--- config.mk ---
export PLATFORM = sky130hd
export DESIGN_NAME = fetch_u
export DESIGN_NICKNAME = d
export VERILOG_FILES = /design/src/rtl/fetch_u.sv
export SDC_FILE = /design/constraint.sdc
export NUM_CORES = 1
export LEC_CHECK = 0
export ABC_AREA = 1
export BUFFER_PORTS_ARGS = -buffer_cell sky130_fd_sc_hd__clkbuf_2
export CAP_MARGIN = 20
export CORE_MARGIN = 2
export CORE_UTILIZATION = 35
export DETAILED_ROUTE_END_ITERATION = 10
export GPL_ROUTABILITY_DRIVEN = 0
export PLACE_DENSITY = 0.59
export SLEW_MARGIN = 20
export SYNTH_ARGS = -nofsm -noshare
export SYNTH_HDL_FRONTEND = slang
export SYNTH_SLANG_ARGS = --single-unit
export TNS_END_PERCENT = 5
--- constraint.sdc ---
create_clock -name clk -period 2.4 [get_ports clk]
set_input_delay 0.36 -clock clk [delete_from_list [all_inputs] [get_ports clk]]
set_output_delay 0.36 -clock clk [all_outputs]
set_load 0.02 [all_outputs]
--- src/rtl/fetch_u.sv ---
// fetch_u: instruction fetch stage with PC, req/ack imem reads, instruction register and redirects
module fetch_u #(
    parameter logic [31:0] RESET_PC    = 32'h0000_0000,
    parameter int unsigned ACK_TIMEOUT = 255
) (
    input  logic        clk,
    input  logic        rst_n,
    output logic        imem_req,
    output logic [31:0] imem_addr,
    input  logic        imem_ack,
    input  logic [31:0] imem_rdata,
    output logic        ir_valid,
    input  logic        ir_ready,
    output logic [31:0] instr,
    output logic [31:0] ir_pc,
    output logic [5:0]  op_code,
    output logic [5:0]  funct,
    output logic [4:0]  rs,
    output logic [4:0]  rt,
    output logic [4:0]  rd,
    output logic [15:0] imm,
    output logic [25:0] jtarget,
    input  logic        jump,
    input  logic        redirect,
    input  logic [31:0] redirect_pc,
    output logic        fetch_err
);
    typedef enum logic [1:0] {IDLE, FETCH, HOLD, DRAIN} state_t;

    state_t      state;
    logic [31:0] pc;
    logic [31:0] cnt;
    logic [31:0] cnt_nxt;
    logic [31:0] rpc;
    logic [31:0] jpc;
    logic [31:0] hold_pc;

    assign op_code = instr[31:26];
    assign funct   = instr[5:0];
    assign rs      = instr[25:21];
    assign rt      = instr[20:16];
    assign rd      = instr[15:11];
    assign imm     = instr[15:0];
    assign jtarget = instr[25:0];

    // redirect target is word aligned; jump keeps the top nibble of the sequential pc
    always_comb begin
        rpc     = {redirect_pc[31:2], 2'b00};
        jpc     = {pc[31:28], jtarget, 2'b00};
        hold_pc = redirect ? rpc : (jump ? jpc : pc);
    end

    // fetch state machine: pc, request handshake and instruction register
    always_ff @(posedge clk) begin
        if (!rst_n) begin
            state     <= IDLE;
            pc        <= RESET_PC;
            imem_req  <= 1'b0;
            imem_addr <= RESET_PC;
            ir_valid  <= 1'b0;
            instr     <= 32'h0;
            ir_pc     <= 32'h0;
        end else begin
            case (state)
                IDLE: begin
                    pc        <= redirect ? rpc : pc;
                    imem_addr <= redirect ? rpc : pc;
                    imem_req  <= 1'b1;
                    state     <= FETCH;
                end
                FETCH: begin
                    if (redirect) begin
                        pc       <= rpc;
                        ir_valid <= 1'b0;
                        if (imem_ack) begin
                            imem_req <= 1'b0;
                            state    <= IDLE;
                        end else begin
                            state <= DRAIN;
                        end
                    end else if (imem_ack) begin
                        instr    <= imem_rdata;
                        ir_pc    <= pc;
                        ir_valid <= 1'b1;
                        pc       <= pc + 32'd4;
                        imem_req <= 1'b0;
                        state    <= HOLD;
                    end
                end
                HOLD: begin
                    if (redirect || ir_ready) begin
                        pc        <= hold_pc;
                        imem_addr <= hold_pc;
                        ir_valid  <= 1'b0;
                        imem_req  <= 1'b1;
                        state     <= FETCH;
                    end
                end
                default: begin
                    if (redirect) pc <= rpc;
                    if (imem_ack) begin
                        imem_req <= 1'b0;
                        state    <= IDLE;
                    end
                end
            endcase
        end
    end

    // saturating count of cycles with an unanswered request
    always_comb begin
        cnt_nxt = (!imem_req || imem_ack) ? 32'h0 : ((cnt == ACK_TIMEOUT) ? cnt : cnt + 32'd1);
    end

    // sticky timeout flag, only reset clears it
    always_ff @(posedge clk) begin
        if (!rst_n) begin
            cnt       <= 32'h0;
            fetch_err <= 1'b0;
        end else begin
            cnt <= cnt_nxt;
            if (ACK_TIMEOUT != 0 && cnt_nxt == ACK_TIMEOUT) fetch_err <= 1'b1;
        end
    end
endmodule

Word-level counts from Yosys, hierarchy flattened
Index checks and enable logic that the tools add are counted. W data, S select, Z words.

Add/sub/neg operators: 2. Multiply operators: 0. Div/mod/pow operators: 0. Magnitude comparators: 0. Eq/ne operators: 6. Shifts and indexed selects: 0. Multiplexer cells: 23. Bitwise gates (word level): 1. Reductions and logical operators: 14.

Operator list (count): $mux W32 (7); $pmux W32 S2 (2); $eq A32 B8 Y1 const B (2); $add A32 B1 Y32 const B (1); $add A32 B3 Y32 const B (1); $mux W28 (1); $mux W2 (5); $reduce_and A3 Y1 (3); $pmux W2 S3 (1); $reduce_and A2 Y1 (3); $mux W1 (5); $pmux W1 S2 (2); $reduce_bool A2 Y1 (2); $reduce_bool A4 Y1 (1); $ne A3 B3 Y1 const B (1); $reduce_bool A3 Y1 (1); $eq A2 B1 Y1 const B (1); $eq A2 B2 Y1 const B (1); $logic_not A2 Y1 (1); $logic_or A1 B1 Y1 (2); $ne A2 B2 Y1 const B (1); $logic_not A1 Y1 (1); $not A1 Y1 (1).

Flip-flop bits (word level): 165. Bits in latches: 0. RAM bits: 0. Memory bits (read-only): 0. Memories kept: 0.

Longest topological paths before layout
Depth after elaboration: 4. Gate-level depth with buffers: 15. Mapped depth without buffers: 15.

Worst setup path after synthesis
Ideal clock, no wire load.

Path kind: reg2reg. From: register cnt[0]. To: register fetch_err. Arrival time: 1.775 ns. Data required time: 2.333 ns. Path slack: 0.558 ns. Stages on the path, launching flop included: 14. Buffers on the path: 0. Clock period less this slack: 1.842 ns. Cell sequence: dfxtp_1 ha_1 nand3_2 inv_2 nand2_4 nor2_8 nand2_4 nand2_1 nand3_1 nor2_1 nand3_1 nor2_1 nand2_1 a21oi_2.

Cells in the longest elaborated chain, start to end: 4.

RTL lines: start: declaration (RTL line 32) `logic [31:0] cnt;`; start signal: assignment (RTL line 121) `cnt <= cnt_nxt;`; $add A32 B1 Y32 / $eq A32 B8 Y1 (equally long branches) (RTL line 112) `cnt_nxt = (!imem_req || imem_ack) ? 32'h0 : ((cnt == ACK_TIMEOUT) ? cnt : cnt + 32'd1);`; $mux W32 (*) (2 in a row) (RTL line 112); $eq A32 B8 Y1 (*) (RTL line 122) `if (ACK_TIMEOUT != 0 && cnt_nxt == ACK_TIMEOUT) fetch_err <= 1'b1;`; end signal: assignment (RTL line 119) `fetch_err <= 1'b0;`; end signal: assignment (RTL line 122); end: declaration (RTL line 26) `output logic fetch_err`.

Mark *: on every way between the ends. The rest lies on a longest branch, timed or not. A chain may end at the register's enable or synchronous reset.

Final worst setup path
From: register state[0]. To: register pc[12].

Cells in the longest elaborated chain, start to end: 3.

RTL lines: start: declaration (RTL line 30) `state_t state;`; start signal: assignment (RTL line 56) `state <= IDLE;`; start signal: assignment (RTL line 69) `state <= FETCH;`; start signal: assignment (RTL line 77) `state <= IDLE;`; $eq A2 B1 Y1 / $eq A2 B2 Y1 (equally long branches) (RTL line 64) `case (state)`; $ne A3 B3 Y1 (no source line) / $ne A2 B2 Y1 (equally long branches); $reduce_and A2 Y1 (no source line); end signal: assignment (RTL line 66) `pc <= redirect ? rpc : pc;`; end signal: assignment (RTL line 73) `pc <= rpc;`; end signal: assignment (RTL line 85) `pc <= pc + 32'd4;`; end: declaration (RTL line 31) `logic [31:0] pc;`.

Several ways; a longest one is shown, not always the timed one.

==> metrics <==
outcome=completed; DIE WIDTH=169.9 microns; first-pass GRT wire length=49640 microns; Most used DFF post-synth=dfxtp_1; VDD IR max=0.4895 mV; clock sink count=165; most frequent cells in the layout=nand2_1, clkbuf_2, o21ai_0; syn avg cell area=6.526 sq um; Clock Path Buffers=2; Pwr Total=11.44 mW; # DRC=0; Hold Vio Cnt, Final=0; P per Cell Area=1010 mW/mm^2; crit-path max FO=26; DRT antenna net count=0; Distinct cells, synth=43; worst-case clock skew=0.01867 ns; pin count of the biggest net entering global routing=97; # fillers=2845; measured slew at the worst slew-check pin=0.6139 ns; critical path endpoint category=flip-flop; max_cap viols=0; area leader, netlist=dfxtp_1; max-slew violations=0; Post-Syn Area=0.009632 sq mm; DR WL met2=15100 microns; CP Launch Point=state[0]; Worst path slowest cell=dfxtp_1; RSZ-0062 raised after global routing=false; core outline area=0.02695 sq mm; fmax=473.9 MHz; syn nets=1552; Synth area leaders=dfxtp_1, o21ai_0, nand2_1; leading cell type in the layout, fill and taps excluded=nand2_1; cell family with most CP delay=buffers and inverters; Buf/Inv on CP=5; metal1 wirelength=14320 microns; # Post-CTS Setup Buffers=0; fin nets=1687; reg2reg start=state[0]; Critical Path RT=2.71 ns; post-DP HPWL=22250 microns; TNS Setup=0 ns; vias per inst=5.117; diode count=0; slowest cell delay on critical path=0.33 ns; initial core utilization=0.3574; leak pwr=5.030 nW; met3 wire length=1819 microns; First-pass DRT Iterations=7; vias in the first global route=9220; worst hold slack=0.1261 ns; clk_lat worst skew=0.45 ns; Clock power frac=0.257; share of post-route cells with drive strength above 1=0.2155; Hold Path Class=in2reg; fin crit period=2.110 ns; drt wl/cell=16.07 microns; GR Util All Layers=0.2173; via count=10050; count of flip-flops with a built-in enable after synthesis=0; async set-reset flop share out of synthesis=0; count of boundary I/O pins=238; top layer in use=met4; Final Cycle Share=0.8792; clk root buf=clkbuf_16; post-synth top area share=0.3429; YS warnings=0; clock buffer count from CTS=17; CP Cell Sequence=inv_1 > ha_1 > inv_2 > nor2_1 > inv_2 > or2_1 > nand2_2 > inv_1 > buf_12 > o21ai_0 > a41oi_1; power share of the sequential group=0.336; Gate power share=0.407; Congestion Overflow GR=0; Site Rows=60; clock-pin slew on the worst setup and hold paths=0.08 ns; die footprint=0.02886 sq mm; H-tree levels=4; Post-Synthesis Cells=1476; slew margin rel.=0.5907; Starting DRT DRC Count=722; Seq/Total Area, Yosys=0.3429; Psw=5.173 mW; Total Wirelength=31590 microns; CTS tree=done; Sw Share=0.4523; initial antenna violation count=0; Layout area overhead=17.56%; Worst Path Arrival=2.42 ns; Seq cells post-synth=165; Internal=6.264 mW; die outline height=169.9 microns; element type at the critical path start=flip-flop; port bufs=235; WS Path Type=reg2reg; hold_sp=imem_rdata[15]; # setup viols final=0
worst paths after layout:
check | endpoint | slack (ns) | cells after the start
hold / removal | instr[15] | 0.13 | 3
setup reg to reg | pc[12] | 0.29 | 11
setup / recovery | pc[12] | 0.29 | 11
hold reg to reg | fetch_err | 0.46 | 2
per-stage QoR:
step / util / setup slack [ns] / cell area (sq um) / cells
3_5_place_dp: 0.3967 / 0.2366 / 10690 / 1933
5_1_grt: 0.4201 / 0.03551 / 11320 / 1965
3_3_place_gp: 0.3967 / 0.3005 / 10690 / 1933
6_report: 0.4201 / 0.2899 / 11320 / 1965
2_1_floorplan: - / 0.5578 / 9632 / 1476
4_1_cts: 0.4201 / 0.2327 / 11320 / 1965
power groups by stage:
| stage | clock, mW | combinational [mW] | sequential (mW) |
|---|---|---|---|
| after floorplan | 0 | 2.75 | 4.18 |
| after global placement | 0 | 4.57 | 3.89 |
| after detailed placement | 0 | 4.62 | 3.90 |
| after CTS | 2.99 | 4.64 | 3.84 |
| after global routing | 3.09 | 5.13 | 3.93 |
| final | 2.94 | 4.65 | 3.85 |
layer usage:
| layer | vias to the layer above | global-route usage |
|---|---|---|
| met2 | 291 | 0.3673 |
| met3 | 22 | 0.04000 |
| met5 | - | 0 |
| li1 | 5066 | - |
| met1 | 4675 | 0.2891 |
| met4 | 0 | 0.04682 |
worst reg2reg max path: stages (launching register included):
cell and delay (ns):
dfxtp_1 0.33, inv_1 0.10, ha_1 0.25, inv_2 0.05
nor2_1 0.18, inv_2 0.05, or2_1 0.23, nand2_2 0.07
inv_1 0.19, buf_12 0.25, o21ai_0 0.21, a41oi_1 0.07
timing repair:
item	in CTS	in global routing
hold buffers	0	0
setup endpoints to repair	0	4
endpoints found under the hold margin	0	0
gates resized for setup	0	1
cell usage after synthesis, types with 2 or more instances:
library cell / number
nand2_2: 7
nor2_1: 178
a22oi_1: 2
o21ai_1: 6
ha_1: 6
a221oi_1: 2
buf_2: 19
nor4_1: 2
buf_1: 4
a31oi_1: 12
inv_1: 125
or2_2: 2
o21ai_0: 215
nand2_4: 5
a21oi_1: 163
dfxtp_1: 165
xnor2_1: 2
a211oi_1: 3
nand3_2: 4
clkbuf_1: 54
a41oi_1: 2
nor2_4: 9
nand2_1: 272
buf_4: 71
nand4_1: 7
xor2_1: 8
o211ai_1: 11
inv_2: 8
nor2_2: 10
nor2_8: 2
nor3_4: 3
nand3_1: 67
nor3_1: 20
registers in the layout, indices dropped and copies added (netlist names):
| signal | cells |
|---|---|
| ir_valid | 1 |
| imem_req | 1 |
| cnt | 32 |
| state | 2 |
| fetch_err | 1 |
| imem_addr | 32 |
| instr | 32 |
| pc | 32 |
| ir_pc | 32 |
cell type report:
type / instances / area (sq um) / area share
multi-input combinational: 1029 / 4987 / 0.4404
sequential: 165 / 3303 / 0.2917
timing repair buffer: 264 / 1471 / 0.1299
inverter: 134 / 504.2 / 0.04453
tap: 341 / 426.7 / 0.03768
clock buffer: 17 / 425.4 / 0.03757
clock inverter: 15 / 205.2 / 0.01812
kinds of logic after synthesis:
logic type      after synthesis  share of synthesized area
simple gates                590                     0.2702
compound gates              423                     0.2299
buf+inv                     282                     0.1400
flops                       165                     0.3429
xor+xnor                     10                   0.009094
fa+ha+maj                     6                   0.007794
(Power assumes the default switching activity.)
